**config.mk**
```make
export PLATFORM = sky130hd
export DESIGN_NAME = xfer_ctl
export DESIGN_NICKNAME = d
export VERILOG_FILES = /design/src/rtl/xfer_ctl.sv
export SDC_FILE = /design/constraint.sdc
export NUM_CORES = 1
export LEC_CHECK = 0
export CAP_MARGIN = 25
export CORE_ASPECT_RATIO = 1.1
export CORE_MARGIN = 2
export CORE_UTILIZATION = 46
export DETAILED_ROUTE_END_ITERATION = 8
export PLACE_DENSITY = 0.81
export SLEW_MARGIN = 20
export SYNTH_ARGS = -nofsm -noshare
export SYNTH_HDL_FRONTEND = slang
export SYNTH_SLANG_ARGS = --single-unit
```
**constraint.sdc**
```tcl
create_clock -name CLOCK -period 3.6 [get_ports CLOCK]
set_clock_uncertainty 0.2 [all_clocks]
set_input_delay 0.9 -clock CLOCK [delete_from_list [all_inputs] [get_ports CLOCK]]
set_output_delay 0.9 -clock CLOCK [all_outputs]
set_load 0.05 [all_outputs]
```
**src/rtl/xfer_ctl.sv**
```systemverilog
// Transfer-control sequencer: free-running drum bit/word timing, command register,
// source/destination select decode and the TR window / DONE pulse for one transfer.
module xfer_ctl #(
   parameter int BITS_PER_WORD  = 29,
   parameter int WORDS_PER_LINE = 108
) (
   input  logic       CLOCK,
   input  logic       rst,
   input  logic       CMD_VALID,
   input  logic [4:0] CMD_S,
   input  logic [4:0] CMD_D,
   input  logic [6:0] CMD_T,
   input  logic       CMD_I,
   output logic [4:0] BT,
   output logic [6:0] WT,
   output logic       BUSY,
   output logic       TR,
   output logic       S0,
   output logic       S1,
   output logic       SU,
   output logic       SV,
   output logic       SW,
   output logic       SX,
   output logic       D0,
   output logic       D1,
   output logic       DU,
   output logic       DV,
   output logic       DW,
   output logic       DX,
   output logic       SSPEC,
   output logic       DSPEC,
   output logic       DONE
);

   localparam logic [4:0] BT_LAST = 5'(BITS_PER_WORD - 1);
   localparam logic [6:0] WT_LAST = 7'(WORDS_PER_LINE - 1);

   typedef enum logic [1:0] {
      ST_IDLE,
      ST_WAIT,
      ST_XFER
   } state_t;

   state_t     state;
   state_t     state_next;
   logic [4:0] bt;
   logic [6:0] wt;
   logic [4:0] cmd_s;
   logic [4:0] cmd_d;
   logic [6:0] cmd_t;
   logic       cmd_i;
   logic [6:0] last_word;
   logic       start_go;
   logic       end_go;
   logic       accept;
   logic       active;

   always_ff @(posedge CLOCK) begin
      if (rst) begin
         bt <= '0;
         wt <= '0;
      end else if (bt == BT_LAST) begin
         bt <= '0;
         wt <= (wt == WT_LAST) ? '0 : wt + 7'd1;
      end else begin
         bt <= bt + 5'd1;
      end
   end

   // An immediate transfer runs up to the word before T; T equal to the start
   // word therefore naturally yields a full revolution.
   always_comb begin
      last_word = cmd_t;
      if (cmd_i) begin
         last_word = (cmd_t == 7'd0) ? WT_LAST : cmd_t - 7'd1;
      end
      start_go = (state == ST_WAIT) && (bt == 5'd0) && (cmd_i || (wt == cmd_t));
      end_go   = (state == ST_XFER) && (bt == BT_LAST) && (wt == last_word);
      accept   = CMD_VALID && ((state == ST_IDLE) || end_go);
   end

   always_comb begin
      state_next = state;
      case (state)
         ST_IDLE: if (accept) state_next = ST_WAIT;
         ST_WAIT: if (start_go) state_next = ST_XFER;
         ST_XFER: if (end_go) state_next = accept ? ST_WAIT : ST_IDLE;
         default: state_next = ST_IDLE;
      endcase
   end

   always_ff @(posedge CLOCK) begin
      if (rst) begin
         state <= ST_IDLE;
      end else begin
         state <= state_next;
      end
   end

   always_ff @(posedge CLOCK) begin
      if (rst) begin
         cmd_s <= '0;
         cmd_d <= '0;
         cmd_t <= '0;
         cmd_i <= 1'b0;
      end else if (accept) begin
         cmd_s <= CMD_S;
         cmd_d <= CMD_D;
         cmd_t <= CMD_T;
         cmd_i <= CMD_I;
      end
   end

   // The boundary cycle that launches a transfer is still in WAIT, so TR
   // covers it combinationally; the XFER state carries the rest of the window.
   always_comb begin
      active = (state != ST_IDLE);
      BT     = bt;
      WT     = wt;
      BUSY   = active;
      TR     = (state == ST_XFER) || start_go;
      DONE   = end_go && !rst;
      SSPEC  = active && (cmd_s >= 5'd8);
      S0     = active && (cmd_s[4:2] == 3'd0);
      S1     = active && (cmd_s[4:2] == 3'd1);
      SU     = active && !SSPEC && (cmd_s[1:0] == 2'd0);
      SV     = active && !SSPEC && (cmd_s[1:0] == 2'd1);
      SW     = active && !SSPEC && (cmd_s[1:0] == 2'd2);
      SX     = active && !SSPEC && (cmd_s[1:0] == 2'd3);
      DSPEC  = active && (cmd_d >= 5'd8);
      D0     = active && (cmd_d[4:2] == 3'd0);
      D1     = active && (cmd_d[4:2] == 3'd1);
      DU     = active && !DSPEC && (cmd_d[1:0] == 2'd0);
      DV     = active && !DSPEC && (cmd_d[1:0] == 2'd1);
      DW     = active && !DSPEC && (cmd_d[1:0] == 2'd2);
      DX     = active && !DSPEC && (cmd_d[1:0] == 2'd3);
   end

endmodule

```
Word level (Yosys, flattened, before mapping)
Cells that the tools add are included.
Operators by class
  multiplexer cells: 8
  equality and inequality tests: 17
  magnitude comparators: 2
  reduce and logical (&&, ||, !) cells: 38
  add/subtract/negate cells: 3
Operator list (number)
  $logic_and A1 B1 Y1: 22
  $mux W7: 3
  $eq A7 B7 Y1: 2
  $eq A2 B2 Y1 const B: 5
  $ge A5 B4 Y1 const B: 2
  $add A7 B1 Y7 const B: 1
  $eq A7 B7 Y1 const B: 1
  $logic_not A7 Y1: 1
  $sub A7 B1 Y7 const B: 1
  $eq A2 B1 Y1 const B: 3
  $eq A3 B1 Y1 const B: 2
  $logic_not A2 Y1: 3
  $logic_not A3 Y1: 2
  $mux W2: 3
  $ne A2 B2 Y1 const B: 3
  $pmux W2 S3: 1
  $add A5 B1 Y5 const B: 1
  $eq A5 B5 Y1 const B: 1
  $logic_not A5 Y1: 1
  $logic_not A1 Y1: 3
  $logic_or A1 B1 Y1: 3
  $reduce_and A3 Y1: 1
  $reduce_bool A2 Y1: 1
  $reduce_or A2 Y1: 1
  $mux W1: 1
Word-level totals
  output and inout port bits: 29
  flip-flop bits (word level): 32
  input port bits: 21

Depth between registers and ports, before layout
Gate-level depths: netlist (run 1).
  depth in word-level cells: 10
  depth in mapped cells: 10
  mapped depth without buffers: 8

Worst setup path before layout (run 1)
Ideal clock, no wire load.
  path kind: register to output
  start point: register cmd_t[0]
  end point: output port DONE
  path buffers: 1
  arrival: 3054 ps
  path slack: -554 ps
  stages on the path, launching flop included: 10
  cells stage by stage: dfxtp_1 clkbuf_1 inv_1 ha_1 nor4b_4 a311o_2 nand2_1 or4b_1 or4b_4 nor2_1
On the way
  word-level cells in the longest chain between the ends: 6
  elaborated cells between the ends (all ways): 7
  classes of those cells: add/sub (1); eq/ne (1); mux (2); reduce/logical (3)
RTL lines
  from (decl): RTL line 50  | logic [6:0] cmd_t;
  from (signal assigned): RTL line 104  | cmd_t <= '0;
  from (signal assigned): RTL line 109  | cmd_t <= CMD_T;
  $sub A7 B1 Y7 or $logic_not A7 Y1 (tied branches): RTL line 75  | last_word = (cmd_t == 7'd0) ? WT_LAST : cmd_t - 7'd1;
  $mux W7: RTL line 75
  $mux W7 *: RTL line 74  | if (cmd_i) begin
  $eq A7 B7 Y1 *: RTL line 78  | end_go = (state == ST_XFER) && (bt == BT_LAST) && (wt == last_word);
  $logic_and A1 B1 Y1 *: RTL line 78
  $logic_and A1 B1 Y1 *: RTL line 122  | DONE = end_go && !rst;
  to (decl): RTL line 32  | output logic DONE
Mark *: on every way between the ends. The rest lies on a longest branch, timed or not.

Worst setup path after layout (run 1)
Same ends and word-level chain as after synthesis.

==> results by group, run 1 <==
Layout
  – Most frequent standard cell in the layout excluding fill and tap cells: sky130_fd_sc_hd__nor2_1
  – Top library cells by usage in the layout, fill and taps aside: sky130_fd_sc_hd__nor2_1 (66), sky130_fd_sc_hd__clkdlybuf4s50_1 (45), sky130_fd_sc_hd__mux2i_1 (35), sky130_fd_sc_hd__dfxtp_1 (26), sky130_fd_sc_hd__buf_4 (19)
  – Share of layout cells above drive strength 1: 20.06%
  – Non-Filler Instances: 412
  – Number of inserted filler cells in the final layout: about 430
  – Number of nets in the final layout: roughly 380
  – Synthesis-to-finish area growth: 32.84%
  – Final antenna diode count: 0
  – Share of the core filled with cells in the final layout: 64.32%

Routing
  – Avg Vias per Cell: approximately 5.6
  – WL final: 5998 microns
  – Count of vias placed by the detailed router: 2288
  – Post-detailed-route count of antenna-violating nets: 0
  – WL per Instance: between 10 and 15 microns
  – Starting DRT DRC Count: 120
  – Number of remaining DRC errors: 0
  – First-pass iteration count of the detailed router: 4

Setup path
  – Number of cells on the worst reg-to-reg path: 11
  – Worst setup path class: register to output pin
  – Startpoint types: register
  – Critical-path maximum fanout: 4
  – Beginning of the worst register-to-register path: cmd_t[0]$_SDFFE_PP0P_
  – Worst setup path start: cmd_t[0]$_SDFFE_PP0P_
  – Critical path data arrival time: 2.62 ns
  – Category of the worst setup path capture point: output pin
  – Required arrival time at the worst endpoint: 2.50 ns
  – Crit-path leading delay family: simple AND/OR/NAND/NOR gates
  – Largest stage delay on the critical path: 0.52 ns
  – Flop2flop setup slack: around 0.70 ns
  – Cell with the largest stage delay on the worst path: sky130_fd_sc_hd__or4b_4
  – Combined buffer and inverter count along the critical path: 2
  – Cells along the critical path: inv_6 -> ha_4 -> nor4b_4 -> a311o_2 -> nand2_1 -> or4b_1 -> or4b_4 -> nor2_4 -> buf_12
  – CP Depth: 9
  – Capture instance of the worst register-to-register path: cmd_d[4]$_SDFFE_PP0P_
  – Worst setup endpoint: DONE

GRT
  – Met3 global-route usage: between 5 and 6%
  – Via count of the first global-routing pass: 2264
  – Global-route usage over all layers: 21.40%
  – Grt peak-use layer: met2
  – Antenna violations before repair: 0
  – Grt met2 use: 36.52%
  – Wire length of the first global-routing pass: 10090 microns
  – Fraction of met1 tracks used by global routing: around a quarter
  – Total overflow reported by the global router: 0
  – Pin count of the biggest net entering global routing: 44

Clocking
  – Number of clock sinks seen by CTS: 32
  – Total number of H-tree levels: 2
  – Clk root buf: sky130_fd_sc_hd__clkbuf_8
  – Clk pin slew, worst setup/hold paths: 0.08 ns
  – Maximum buffer depth of the clock tree: 2
  – Total setup buffers inserted after CTS: 0
  – Clock buffers created by TritonCTS: 5
  – Hold buffers post-CTS: 0
  – Clock insertion delay at the later pin of the skew report: 0.28 ns
  – TritonCTS clock tree: yes

Logic synthesis
  – Synth unique cells: between 50 and 60
  – Sequential share of the synthesized area: 26.11%
  – Top_reg_cell synth: sky130_fd_sc_hd__dfxtp_1
  – Yosys synthesis warning count: 0
  – Syn Std Cell Area: around 0.0025 sq mm
  – Post-Synthesis Mean Instance Area: 8.179 sq um
  – Share of synthesized registers carrying an async set or reset: 0%
  – Yosys reg bits: 32
  – Synthesized instance count: 300
  – EDFF count, synth: 0
  – Syn Nets: 326

Outcome
  – Run status: finished, violations left
  – Failing checks: negative setup slack

Placed design
  – Count of port buffers added during placement: 49
  – Number of cells in the design after placement: 404
  – DPL Wire Length: between 4000 and 5000 microns
  – GPL Wtd Cong: 0.8765

STA
  – Number of endpoints with negative hold slack in the final report: 0
  – Final Cycle Share: 103.4%
  – Post-layout min period: 3.723 ns
  – Top achievable clock speed: between 0.2 and 0.3 GHz
  – Worst-case hold slack: 0.2724 ns
  – Headroom to the max-slew limit: 56.32%
  – RSZ-0062 raised after global routing: yes
  – Final count of negative-setup-slack endpoints: 1
  – Actual transition at the worst max-transition pin: 0.6468 ns
  – Pins Over Slew Limit: 0
  – PnR worst setup slack: -0.1231 ns

Power
  – Overall Power: 1.166 mW
  – Worst vdd ir: 0.0002661 V
  – Total power density per cell area: 357.9 mW/mm^2
  – LEAKAGE: 1.384 nW

Die
  – Die span in x: between 70 and 80 microns
  – Effective utilization at floorplan: 48.42%
  – # rows: 27
  – Y dimension of the die: 80.60 microns
  – Number of top-level pins: 50
  – Floorplan die area: 0.005935 sq mm
  – Core area: 0.005067 sq mm

Hold path
  – Worst hold path class: register to register

Job
  – Count of maximum capacitance violations: 0
[stage by stage]
| stage | worst slack (ns) | instance area (sq um) | setup TNS (ns) |
|---|---|---|---|
| 3_3_place_gp | 0.08129 | 3104 | 0 |
| 6_report | -0.1231 | 3259 | -0.1231 |
| 2_1_floorplan | 0.0004001 | 2492 | 0 |
| 5_1_grt | -0.2422 | 3259 | -0.2422 |
| 3_5_place_dp | 0.05493 | 3104 | 0 |
| 4_1_cts | -0.1251 | 3247 | -0.1251 |
[sequential cells by signal (all words and copies together) (netlist names)]
name / count
cmd_i: 1
BT: 5
state: 2
cmd_t: 7
cmd_s: 5
cmd_d: 5
WT: 7
[cell type report]
type	count	area (sq um)	share of cell area, %
clock buffers	7	96.34	2.956
inverters	8	37.54	1.152
well taps	58	72.57	2.226
flip-flops and latches	32	648.1	19.88
repair buffers	68	658.1	20.19
multi-input cells	238	1717	52.67
clock inverters	1	30.03	0.9213
[cells in the mapped netlist (4+ instances only)]
cell | instances | share of area [%]
sky130_fd_sc_hd__ha_1 | 5 | 2.5
sky130_fd_sc_hd__nand2b_1 | 5 | 1.3
sky130_fd_sc_hd__nor3b_1 | 4 | 1.2
sky130_fd_sc_hd__nand3_1 | 5 | 1.0
sky130_fd_sc_hd__o21ai_0 | 6 | 1.2
sky130_fd_sc_hd__mux2i_1 | 35 | 14
sky130_fd_sc_hd__nand4_1 | 4 | 1.0
sky130_fd_sc_hd__inv_1 | 8 | 1.2
sky130_fd_sc_hd__a21oi_1 | 5 | 1.0
sky130_fd_sc_hd__clkbuf_1 | 14 | 2.1
sky130_fd_sc_hd__nand2_1 | 15 | 2.3
sky130_fd_sc_hd__dfxtp_1 | 32 | 26
sky130_fd_sc_hd__xnor2_1 | 7 | 2.5
sky130_fd_sc_hd__xor2_1 | 11 | 3.9
sky130_fd_sc_hd__nor2_1 | 67 | 10
sky130_fd_sc_hd__mux2_2 | 18 | 8.3
[power breakdown]
part | internal, mW | total, mW | switching (mW) | leakage (nW)
Sequential | 0.376 | 0.409 | 0.0330 | 0.264
Combinational | 0.169 | 0.370 | 0.201 | 1.06
Clock | 0.244 | 0.388 | 0.143 | 0.0645
Total | 0.789 | 1.17 | 0.378 | 1.38
[worst min path at each step]
stage	start	end	cells after the start
2_1_floorplan	state[0]$_SDFFE_PP0P_	state[0]$_SDFFE_PP0P_	2
3_3_place_gp	BT[0]$_SDFF_PP0_	BT[0]$_SDFF_PP0_	1
3_5_place_dp	BT[0]$_SDFF_PP0_	BT[0]$_SDFF_PP0_	1
4_1_cts	BT[0]$_SDFF_PP0_	BT[0]$_SDFF_PP0_	1
5_1_grt	BT[0]$_SDFF_PP0_	BT[0]$_SDFF_PP0_	1
6_report	BT[0]$_SDFF_PP0_	BT[0]$_SDFF_PP0_	1
[what timing repair did]
action | in CTS | in global routing
setup endpoints to repair | 1 | 3
gates resized for setup | 7 | 5
pin swaps | 2 | 0
hold endpoints to repair | 0 | 0
[routing by layer]
| metal | part of all wire, % | vias to the layer above |
|---|---|---|
| li1 | - | 1150 |
| met1 | 42 | 1057 |
| met2 | 48 | 70 |
| met3 | 7.4 | 11 |
| met4 | 1.7 | 0 |
| met5 | 0 | - |
[logic make-up (layout without fill, tap and decap cells)]
family / after synthesis / count (layout) / synth area share (%)
xor+xnor: 18 / 18 / 6.425
fa+ha+maj: 5 / 5 / 2.550
simple gates: 133 / 133 / 28.35
buf+inv: 30 / 84 / 5.660
compound gates: 29 / 29 / 8.364
flops: 32 / 32 / 26.11
mux: 53 / 53 / 22.54
[worst reg2reg max path, cell delays in order, from the launching register on]
cell	delay, ns
sky130_fd_sc_hd__dfxtp_2	0.35
sky130_fd_sc_hd__inv_6	0.07
sky130_fd_sc_hd__ha_4	0.13
sky130_fd_sc_hd__nor4b_4	0.27
sky130_fd_sc_hd__buf_4	0.20
sky130_fd_sc_hd__o22ai_1	0.06
sky130_fd_sc_hd__a41oi_1	0.26
sky130_fd_sc_hd__xor2_1	0.14
sky130_fd_sc_hd__buf_4	0.16
sky130_fd_sc_hd__nor4_4	0.27
sky130_fd_sc_hd__buf_4	0.31
sky130_fd_sc_hd__mux2_2	0.38
(Power assumes the default switching activity.)
==> run 2, diff against run 1 <==
Settings changed: CTS_BUF_LIST from default to sky130_fd_sc_hd__clkbuf_4 sky130_fd_sc_hd__clkbuf_8.
==> results of run 2 <==
No change in the layout: final DEF, timing and power equal those of run 1.
==> run 3, diff against run 2 <==
Settings changed: GPL_ROUTABILITY_DRIVEN from default to 1, SLEW_MARGIN 20 to 10.
==> results of run 3 <==
No change in the layout: final DEF, timing and power equal those of run 1.
